===== src/rtl/nios_nios2_qsys_0_mul_seq_if.sv =====
// Request/response and multiplier-cell bus bundle for the Nios II multiply sequencer.
// The slave modport is the sequencer; the master modport is the requester plus the cell.
interface nios_nios2_qsys_0_mul_seq_if #(
   parameter int DATA_W = 32
);
   logic              req_valid;
   logic              req_ready;
   logic [1:0]        req_op;
   logic [DATA_W-1:0] req_a;
   logic [DATA_W-1:0] req_b;
   logic              kill;
   logic [DATA_W-1:0] M_mul_src1;
   logic [DATA_W-1:0] M_mul_src2;
   logic [DATA_W-1:0] M_mul_cell_result;
   logic              resp_valid;
   logic              resp_ready;
   logic [DATA_W-1:0] resp_result;
   logic              resp_illegal;

   modport slave (
      input  req_valid, req_op, req_a, req_b, kill, M_mul_cell_result, resp_ready,
      output req_ready, M_mul_src1, M_mul_src2, resp_valid, resp_result, resp_illegal
   );

   modport master (
      output req_valid, req_op, req_a, req_b, kill, M_mul_cell_result, resp_ready,
      input  req_ready, M_mul_src1, M_mul_src2, resp_valid, resp_result, resp_illegal
   );
endinterface


===== src/rtl/nios_nios2_qsys_0_mul_seq.sv =====
// Multiply sequencer feeding the Nios II M-stage multiplier cell: MUL in one pass,
// MULX* as four 16x16 passes. Macro NIOS_MUL_SEQ_MULX_EN builds the MULX* datapath.
module nios_nios2_qsys_0_mul_seq #(
   parameter int DATA_W   = 32,
   parameter int CELL_LAT = 1
) (
   input  logic                        clk,
   input  logic                        reset,
   nios_nios2_qsys_0_mul_seq_if.slave  bus
);

   localparam int HALF_W = DATA_W / 2;

   typedef enum logic [1:0] {S_IDLE, S_ISSUE, S_DRAIN, S_RESP} state_t;
   typedef enum logic [1:0] {OP_MUL, OP_MULXUU, OP_MULXSU, OP_MULXSS} op_t;

   state_t            state, state_nxt;
   logic [1:0]        pass, pass_nxt;
   op_t               op_q;
   logic [DATA_W-1:0] a_q, b_q;
   logic              accept;
   logic              abort;
   logic              mulx_path;
   logic              issue_last;
   logic              issuing;
   logic [CELL_LAT-1:0] cap_pipe;
   logic              cap_valid;

   assign accept     = bus.req_valid & bus.req_ready & ~bus.kill;
   assign abort      = bus.kill & (state != S_IDLE);
   assign issuing    = (state == S_ISSUE);
   assign cap_valid  = cap_pipe[CELL_LAT-1];

`ifdef NIOS_MUL_SEQ_MULX_EN
   assign mulx_path  = (op_q != OP_MUL);
`else
   assign mulx_path  = 1'b0;
`endif
   assign issue_last = ~mulx_path | (pass == 2'd3);

   assign bus.req_ready  = (state == S_IDLE) & ~reset;
   assign bus.resp_valid = (state == S_RESP);

   always_ff @(posedge clk or posedge reset) begin
      if (reset) begin
         state <= S_IDLE;
         pass  <= 2'd0;
      end else begin
         // NOTE: every clocked assignment is non-blocking so all registers sample
         // pre-edge values regardless of statement order.
         state <= state_nxt;
         pass  <= pass_nxt;
      end
   end

   always_comb begin
      // NOTE: defaults first, so no path through the case leaves a variable
      // unassigned and infers a latch.
      state_nxt = state;
      pass_nxt  = pass;
      case (state)
         S_IDLE: begin
            if (accept) begin
               state_nxt = S_ISSUE;
               pass_nxt  = 2'd0;
            end
         end
         S_ISSUE: begin
            if (bus.kill) begin
               state_nxt = S_IDLE;
               pass_nxt  = 2'd0;
            end else if (issue_last) begin
               state_nxt = S_DRAIN;
               pass_nxt  = 2'd0;
            end else begin
               pass_nxt  = pass + 2'd1;
            end
         end
         S_DRAIN: state_nxt = bus.kill ? S_IDLE : S_RESP;
         S_RESP:  if (bus.kill || bus.resp_ready) state_nxt = S_IDLE;
         default: state_nxt = S_IDLE;
      endcase
   end

   // Cell source buses: full operands for MUL, zero-extended halves per MULX pass.
   always_comb begin
      bus.M_mul_src1 = '0;
      bus.M_mul_src2 = '0;
      if (state == S_ISSUE) begin
         if (!mulx_path) begin
            bus.M_mul_src1 = a_q;
            bus.M_mul_src2 = b_q;
         end else begin
            case (pass)
               2'd0: begin
                  bus.M_mul_src1 = {{HALF_W{1'b0}}, a_q[HALF_W-1:0]};
                  bus.M_mul_src2 = {{HALF_W{1'b0}}, b_q[HALF_W-1:0]};
               end
               2'd1: begin
                  bus.M_mul_src1 = {{HALF_W{1'b0}}, a_q[DATA_W-1:HALF_W]};
                  bus.M_mul_src2 = {{HALF_W{1'b0}}, b_q[HALF_W-1:0]};
               end
               2'd2: begin
                  bus.M_mul_src1 = {{HALF_W{1'b0}}, a_q[HALF_W-1:0]};
                  bus.M_mul_src2 = {{HALF_W{1'b0}}, b_q[DATA_W-1:HALF_W]};
               end
               default: begin
                  bus.M_mul_src1 = {{HALF_W{1'b0}}, a_q[DATA_W-1:HALF_W]};
                  bus.M_mul_src2 = {{HALF_W{1'b0}}, b_q[DATA_W-1:HALF_W]};
               end
            endcase
         end
      end
   end

   always_ff @(posedge clk or posedge reset) begin
      if (reset) begin
         op_q <= OP_MUL;
         a_q  <= '0;
         b_q  <= '0;
      end else if (accept) begin
         op_q <= op_t'(bus.req_op);
         a_q  <= bus.req_a;
         b_q  <= bus.req_b;
      end
   end

`ifdef NIOS_MUL_SEQ_MULX_EN
   logic [1:0]          pass_pipe [CELL_LAT];
   logic [1:0]          pass_d;
   logic [2*DATA_W-1:0] acc, acc_term, acc_sum;
   logic [DATA_W-1:0]   corr_a, corr_b, mulx_hi;

   assign pass_d = pass_pipe[CELL_LAT-1];

   // Partial products land at bit 0, HALF_W, HALF_W, DATA_W; the signed fix-up
   // only touches the high word, so it is done mod 2^DATA_W there.
   always_comb begin
      acc_term = {{DATA_W{1'b0}}, bus.M_mul_cell_result};
      case (pass_d)
         2'd0:    acc_term = acc_term;
         2'd3:    acc_term = acc_term << DATA_W;
         default: acc_term = acc_term << HALF_W;
      endcase
      acc_sum = acc + acc_term;
      corr_a  = ((op_q == OP_MULXSU || op_q == OP_MULXSS) && a_q[DATA_W-1]) ? b_q : '0;
      corr_b  = ((op_q == OP_MULXSS) && b_q[DATA_W-1]) ? a_q : '0;
      mulx_hi = acc_sum[2*DATA_W-1:DATA_W] - corr_a - corr_b;
   end
`endif

   always_ff @(posedge clk or posedge reset) begin
      if (reset) begin
         cap_pipe         <= '0;
         bus.resp_result  <= '0;
         bus.resp_illegal <= 1'b0;
`ifdef NIOS_MUL_SEQ_MULX_EN
         acc              <= '0;
         for (int i = 0; i < CELL_LAT; i++) pass_pipe[i] <= 2'd0;
`endif
      end else if (abort) begin
         cap_pipe <= '0;
`ifdef NIOS_MUL_SEQ_MULX_EN
         acc      <= '0;
`endif
      end else begin
         for (int i = CELL_LAT - 1; i > 0; i--) cap_pipe[i] <= cap_pipe[i-1];
         cap_pipe[0] <= issuing;
`ifdef NIOS_MUL_SEQ_MULX_EN
         for (int i = CELL_LAT - 1; i > 0; i--) pass_pipe[i] <= pass_pipe[i-1];
         pass_pipe[0] <= pass;
         if (cap_valid) begin
            if (!mulx_path) begin
               bus.resp_result  <= bus.M_mul_cell_result;
               bus.resp_illegal <= 1'b0;
            end else if (pass_d == 2'd3) begin
               bus.resp_result  <= mulx_hi;
               bus.resp_illegal <= 1'b0;
               acc              <= '0;
            end else begin
               acc <= acc_sum;
            end
         end
`else
         if (cap_valid) begin
            bus.resp_result  <= (op_q == OP_MUL) ? bus.M_mul_cell_result : '0;
            bus.resp_illegal <= (op_q != OP_MUL);
         end
`endif
      end
   end

endmodule


===== src/flat_wrapper.sv =====
// flat-port wrapper written by rule: the top's interface ports become plain ports
module nios_nios2_qsys_0_mul_seq_flat 
#(
   parameter int DATA_W   = 32,
   parameter int CELL_LAT = 1
)
  (clk, reset, bus_req_valid, bus_req_op, bus_req_a, bus_req_b, bus_kill, bus_M_mul_cell_result, bus_resp_ready, bus_req_ready, bus_M_mul_src1, bus_M_mul_src2, bus_resp_valid, bus_resp_result, bus_resp_illegal);
  nios_nios2_qsys_0_mul_seq_if #(.DATA_W(DATA_W)) bus_i ();
  input  logic clk;
  input  logic reset;
  input wire logic [$bits(bus_i.req_valid)-1:0] bus_req_valid;
  input wire logic [$bits(bus_i.req_op)-1:0] bus_req_op;
  input wire logic [$bits(bus_i.req_a)-1:0] bus_req_a;
  input wire logic [$bits(bus_i.req_b)-1:0] bus_req_b;
  input wire logic [$bits(bus_i.kill)-1:0] bus_kill;
  input wire logic [$bits(bus_i.M_mul_cell_result)-1:0] bus_M_mul_cell_result;
  input wire logic [$bits(bus_i.resp_ready)-1:0] bus_resp_ready;
  output wire logic [$bits(bus_i.req_ready)-1:0] bus_req_ready;
  output wire logic [$bits(bus_i.M_mul_src1)-1:0] bus_M_mul_src1;
  output wire logic [$bits(bus_i.M_mul_src2)-1:0] bus_M_mul_src2;
  output wire logic [$bits(bus_i.resp_valid)-1:0] bus_resp_valid;
  output wire logic [$bits(bus_i.resp_result)-1:0] bus_resp_result;
  output wire logic [$bits(bus_i.resp_illegal)-1:0] bus_resp_illegal;
  assign bus_i.req_valid = bus_req_valid;
  assign bus_i.req_op = bus_req_op;
  assign bus_i.req_a = bus_req_a;
  assign bus_i.req_b = bus_req_b;
  assign bus_i.kill = bus_kill;
  assign bus_i.M_mul_cell_result = bus_M_mul_cell_result;
  assign bus_i.resp_ready = bus_resp_ready;
  assign bus_req_ready = bus_i.req_ready;
  assign bus_M_mul_src1 = bus_i.M_mul_src1;
  assign bus_M_mul_src2 = bus_i.M_mul_src2;
  assign bus_resp_valid = bus_i.resp_valid;
  assign bus_resp_result = bus_i.resp_result;
  assign bus_resp_illegal = bus_i.resp_illegal;
  nios_nios2_qsys_0_mul_seq #(.DATA_W(DATA_W), .CELL_LAT(CELL_LAT)) u_core (.clk(clk), .reset(reset), .bus(bus_i));
endmodule

===== config.mk =====
export PLATFORM = sky130hd
export DESIGN_NAME = nios_nios2_qsys_0_mul_seq_flat
export DESIGN_NICKNAME = d
export VERILOG_FILES = /design/src/rtl/nios_nios2_qsys_0_mul_seq_if.sv /design/src/rtl/nios_nios2_qsys_0_mul_seq.sv /design/src/flat_wrapper.sv
export SDC_FILE = /design/constraint.sdc
export NUM_CORES = 1
export LEC_CHECK = 0
export ABC_AREA = 1
export CORE_AREA = 2 2 115 117
export CTS_BUF_LIST = sky130_fd_sc_hd__clkbuf_16
export DETAILED_ROUTE_END_ITERATION = 12
export DIE_AREA = 0 0 117 119
export GPL_TIMING_DRIVEN = 0
export MAX_ROUTING_LAYER = met4
export PLACE_DENSITY = 0.76
export SYNTH_ARGS = -nofsm -noshare
export SYNTH_HDL_FRONTEND = slang
export SYNTH_SLANG_ARGS = --single-unit

===== constraint.sdc =====
create_clock -name clk -period 3.2 [get_ports clk]
set_input_delay 0.64 -clock clk [delete_from_list [all_inputs] [get_ports clk]]
set_output_delay 0.64 -clock clk [all_outputs]
set_load 0.05 [all_outputs]

== After elaboration in Yosys (flattened, before gate mapping) ==
Cells that the tools add are included.

* Bits in registers: 102
* Memories: 0
* Input port bits: 103
* Bits in latches: 0
* Output and inout bits: 99
* Bits in writable memories: 0
* ROM bits: 0
* Word-level logic and storage cells: 35

* Shift-type cells: 0
* $add $sub $neg: 0
* Equal/unequal tests: 5
* Muxes and demuxes: 9
* Order comparisons: 0
* Divide/modulo/power cells: 0
* $mul: 0
* Reduce and logical (&&, ||, !) cells: 7
* Bitwise gates (word level): 7

{| class="wikitable"
|+ Operators with widths
! cell !! count
|-
| $mux W32 || 3
|-
| $mux W2 || 4
|-
| $pmux W2 S4 || 1
|-
| $and A1 B1 Y1 || 4
|-
| $eq A2 B2 Y1 const B || 2
|-
| $logic_not A2 Y1 || 2
|-
| $ne A2 B1 Y1 const B || 2
|-
| $reduce_and A2 Y1 || 2
|-
| $reduce_bool A2 Y1 || 2
|-
| $not A1 Y1 || 3
|-
| $eq A2 B1 Y1 const B || 1
|-
| $logic_or A1 B1 Y1 || 1
|-
| $mux W1 || 1
|}

== Logic depth before layout (Yosys ltp) ==
* Depth in word-level cells: 6
* Depth in mapped cells: 7
* Mapped depth without buffers: 6

== Worst setup path after synthesis ==
No wires, ideal clock.

* Path kind: input to register
* Start point: in reset
* End point: reg u_core.b_q[10]
* Slack: -0.509 ns
* Data arrival time: 3.591 ns
* Required time: 3.083 ns
* Path buffers: 2
* Cell stages on the path: 6
* Path through: inv_1 > nand3_2 > buf_6 > buf_4 > nand2_1 > nand2_1

* Cells in the longest elaborated chain, start to end: 4

{| class="wikitable"
|+ Ends and longest elaborated chain
! what !! RTL line !! RTL
|-
| start, declared || flat_wrapper.sv:10 || <nowiki>input logic reset;</nowiki>
|-
| $not A1 Y1 || nios_nios2_qsys_0_mul_seq.sv:41 || <nowiki>assign bus.req_ready = (state == S_IDLE) & ~reset;</nowiki>
|-
| $and A1 B1 Y1 || nios_nios2_qsys_0_mul_seq.sv:41 ||
|-
| $and A1 B1 Y1 (2 in series) || nios_nios2_qsys_0_mul_seq.sv:29 || <nowiki>assign accept = bus.req_valid & bus.req_ready & ~bus.kill;</nowiki>
|-
| end signal, assigned || nios_nios2_qsys_0_mul_seq.sv:124 || <nowiki>b_q <= bus.req_b;</nowiki>
|-
| end, declared || nios_nios2_qsys_0_mul_seq.sv:20 || <nowiki>logic [DATA_W-1:0] a_q, b_q;</nowiki>
|}

Every way passes these cells.
A chain may end at the register's enable or synchronous reset.

== Worst setup path in the final report ==
* Start point: in reset
* End point: out bus_req_ready

* Cells in the longest elaborated chain, start to end: 2

{| class="wikitable"
|+ Ends and longest elaborated chain
! what !! RTL line !! RTL
|-
| $not A1 Y1 || nios_nios2_qsys_0_mul_seq.sv:41 ||
|-
| $and A1 B1 Y1 || nios_nios2_qsys_0_mul_seq.sv:41 ||
|-
| end, declared || flat_wrapper.sv:18 || <nowiki>output wire logic [$bits(bus_i.req_ready)-1:0] bus_req_ready;</nowiki>
|}

Every way passes these cells.

==> metrics.csv <==
stage;metric;value;unit
place;dp_hpwl;9940;um
floorplan;die_area;13900;um^2
setup_path;cp-start-kind;input port;
power;p_leak;0.00380;uW
place;place_area;7150;um^2
layout;final_area;7450;um^2
cts;root_buffer;clkbuf_16;
place;port_buffers;201;
logic_synthesis;ys_seq_area_frac;0.526;
drt;drc;0;
drt;wl;13600;um
cts;htreeDepth;3;
layout;num_antenna_cells;0;
sta;rsz0062_at_grt;false;
floorplan;initial_utilization;0.377;
layout;mostFrequentLayoutCells;nand2_1, clkdlybuf4s50_1, dfrtp_1;
setup_path;cp_max_fo;10;
cts;hold_buffers;0;
sta;finClkSkew;0.00480;ns
sta;hold_slack;0.468;ns
sta;finalWorstSetupSlack;0.116;ns
global_routing;first_global_vias;4475;
logic_synthesis;syn_area;4850;um^2
drt;post_drt_wl_per_cell;12.9;um
logic_synthesis;ys_warn_count;0;
floorplan;core_area;12900;um^2
power;power_per_cell_area;702;nW/um^2
layout;final_layout_size_suffix_gt1_frac;0.0594;
layout;areaGrowthSynthToFinish;53.6;%
drt;drt_iter0_markers;298;
cts;insertion_delay;0.34;ns
layout;fin_nets;973;
logic_synthesis;yosys_register_bits;102;
sta;drv_slew;0;
status;status;finished clean;
cts;cts_sinks;102;
sta;relSlewSlack;0.606;
global_routing;grt_start_max_net_pins;29;
sta;period_share;0.964;
global_routing;grt.overflow.total;0;
sta;worstMarginPinSlew;0.589;ns
cts;clk_pin_slew;0.07;ns
setup_path;end_kind;primary output;
logic_synthesis;syn_inst;655;
floorplan;die_y;119;um
global_routing;grt_pass1_wl;21600;um
logic_synthesis;syn-num-nets;758;
cts;cts_setup_buffers;0;
setup_path;cp.arrival;2.44;ns
cts;clock_path_buffers;2;
floorplan;fp-row-count;42;
drt;dr.pass1.iters;5;
place;dp_slack;0.0479;ns
drt;via_per_inst;4.50;
floorplan;pin_count;202;
global_routing;antenna_found_initial;0;
global_routing;grtUsageTotal;0.203;
drt;antenna_left;0;
sta;finalCriticalPeriod;3.08;ns
sta;hold_viol;0;
logic_synthesis;synth.distinct_cells;15;
place;gp_congestion;0.817;
power;peakVddDrop;0.235;mV
worst_hold_path;worstHoldPathType;reg -> reg;
setup_path;crit_required;2.56;ns
sta;finalSetupViolCount;0;
cts;cts_made_buffers;9;
drt;num_vias;4727;
setup_path;critPathKind;in -> out;
floorplan;die_x;117;um
logic_synthesis;postSynthAreaPerCell;7.40;um^2
cts;cts_resized;0;
layout;final_common_cell;nand2_1;
flow_run;max_cap_viol_count;0;
sta;clock.fmax;324;MHz
cts;cts_tree;yes;
[logic make-up (layout without fill, tap and decap cells)]
family | after synthesis | count (layout) | synth area share
simple gates | 408 | 408 | 0.345
buf+inv | 144 | 364 | 0.128
flops | 102 | 102 | 0.526
compound gates | 1 | 1 | 0.00103
[per-layer routing]
| metal | GRT usage | up-vias | part of all wire |
|---|---|---|---|
| met5 | - | - | 0 |
| met4 | 0.0713 | 0 | 0.019 |
| met3 | 0.0422 | 17 | 0.066 |
| met2 | 0.318 | 154 | 0.47 |
| met1 | 0.262 | 2187 | 0.44 |
| li1 | - | 2369 | - |
[metrics by stage]
step                      TNS, ns  utilization  instances  total power [uW]
after floorplan                 0            -        655              3330
after global placement     -80.67        0.550       1032              4080
after detailed placement        0        0.555       1035              4130
after CTS                       0        0.579       1051              5290
after global routing            0        0.579       1051              5550
final                           0        0.579       1051              5230
[cells in the mapped netlist, drive strengths merged]
| cell | n | area [um^2] |
|---|---|---|
| clkbuf | 10 | 37.5 |
| buf | 31 | 196 |
| dfrtp | 102 | 2550 |
| nand3 | 100 | 505 |
| nand2 | 207 | 782 |
| nor2 | 101 | 384 |
| o21ai | 1 | 5.00 |
| inv | 103 | 387 |
[critical path, stage by stage]
cell             delay (ns)
clkdlybuf4s50_1        0.47
nor2_2                 0.22
buf_2                  0.26
clkdlybuf4s50_1        0.85
[power breakdown]
part	internal (uW)	switching, uW
Combinational	765	1440
Sequential	1680	209
Clock	674	463
[layout make-up]
class	instances	area (um^2)
clock buffers	9	225
well taps	176	220
repair buffers	204	2070
flip-flops and latches	102	2550
fillers	1194	5420
clock inverters	7	80.1
multi-input cells	409	1680
inverters	103	390
plain buffers	41	234
[state kept, by name, summed over array words and instances (netlist names)]
signal / cells
u_core.bus.resp_illegal: 1
u_core.bus.resp_result: 32
u_core.a_q: 32
u_core.b_q: 32
u_core.state: 2
u_core.op_q: 2
u_core.cap_pipe: 1
[final timing paths]
path,startpoint,end,slack (ns),depth (start not counted)
min,u_core.bus.resp_result[3],u_core.bus.resp_result[3],0.47,2
max,reset,bus_req_ready,0.12,4
min reg2reg,u_core.bus.resp_result[3],u_core.bus.resp_result[3],0.47,2
max in group asynchronous,reset,u_core.a_q[5],1.68,4
min in group asynchronous,reset,u_core.bus.resp_result[28],0.77,2
max reg2reg,u_core.state[0],u_core.b_q[8],1.84,7
No activity file was read; power rests on OpenSTA's default activity.
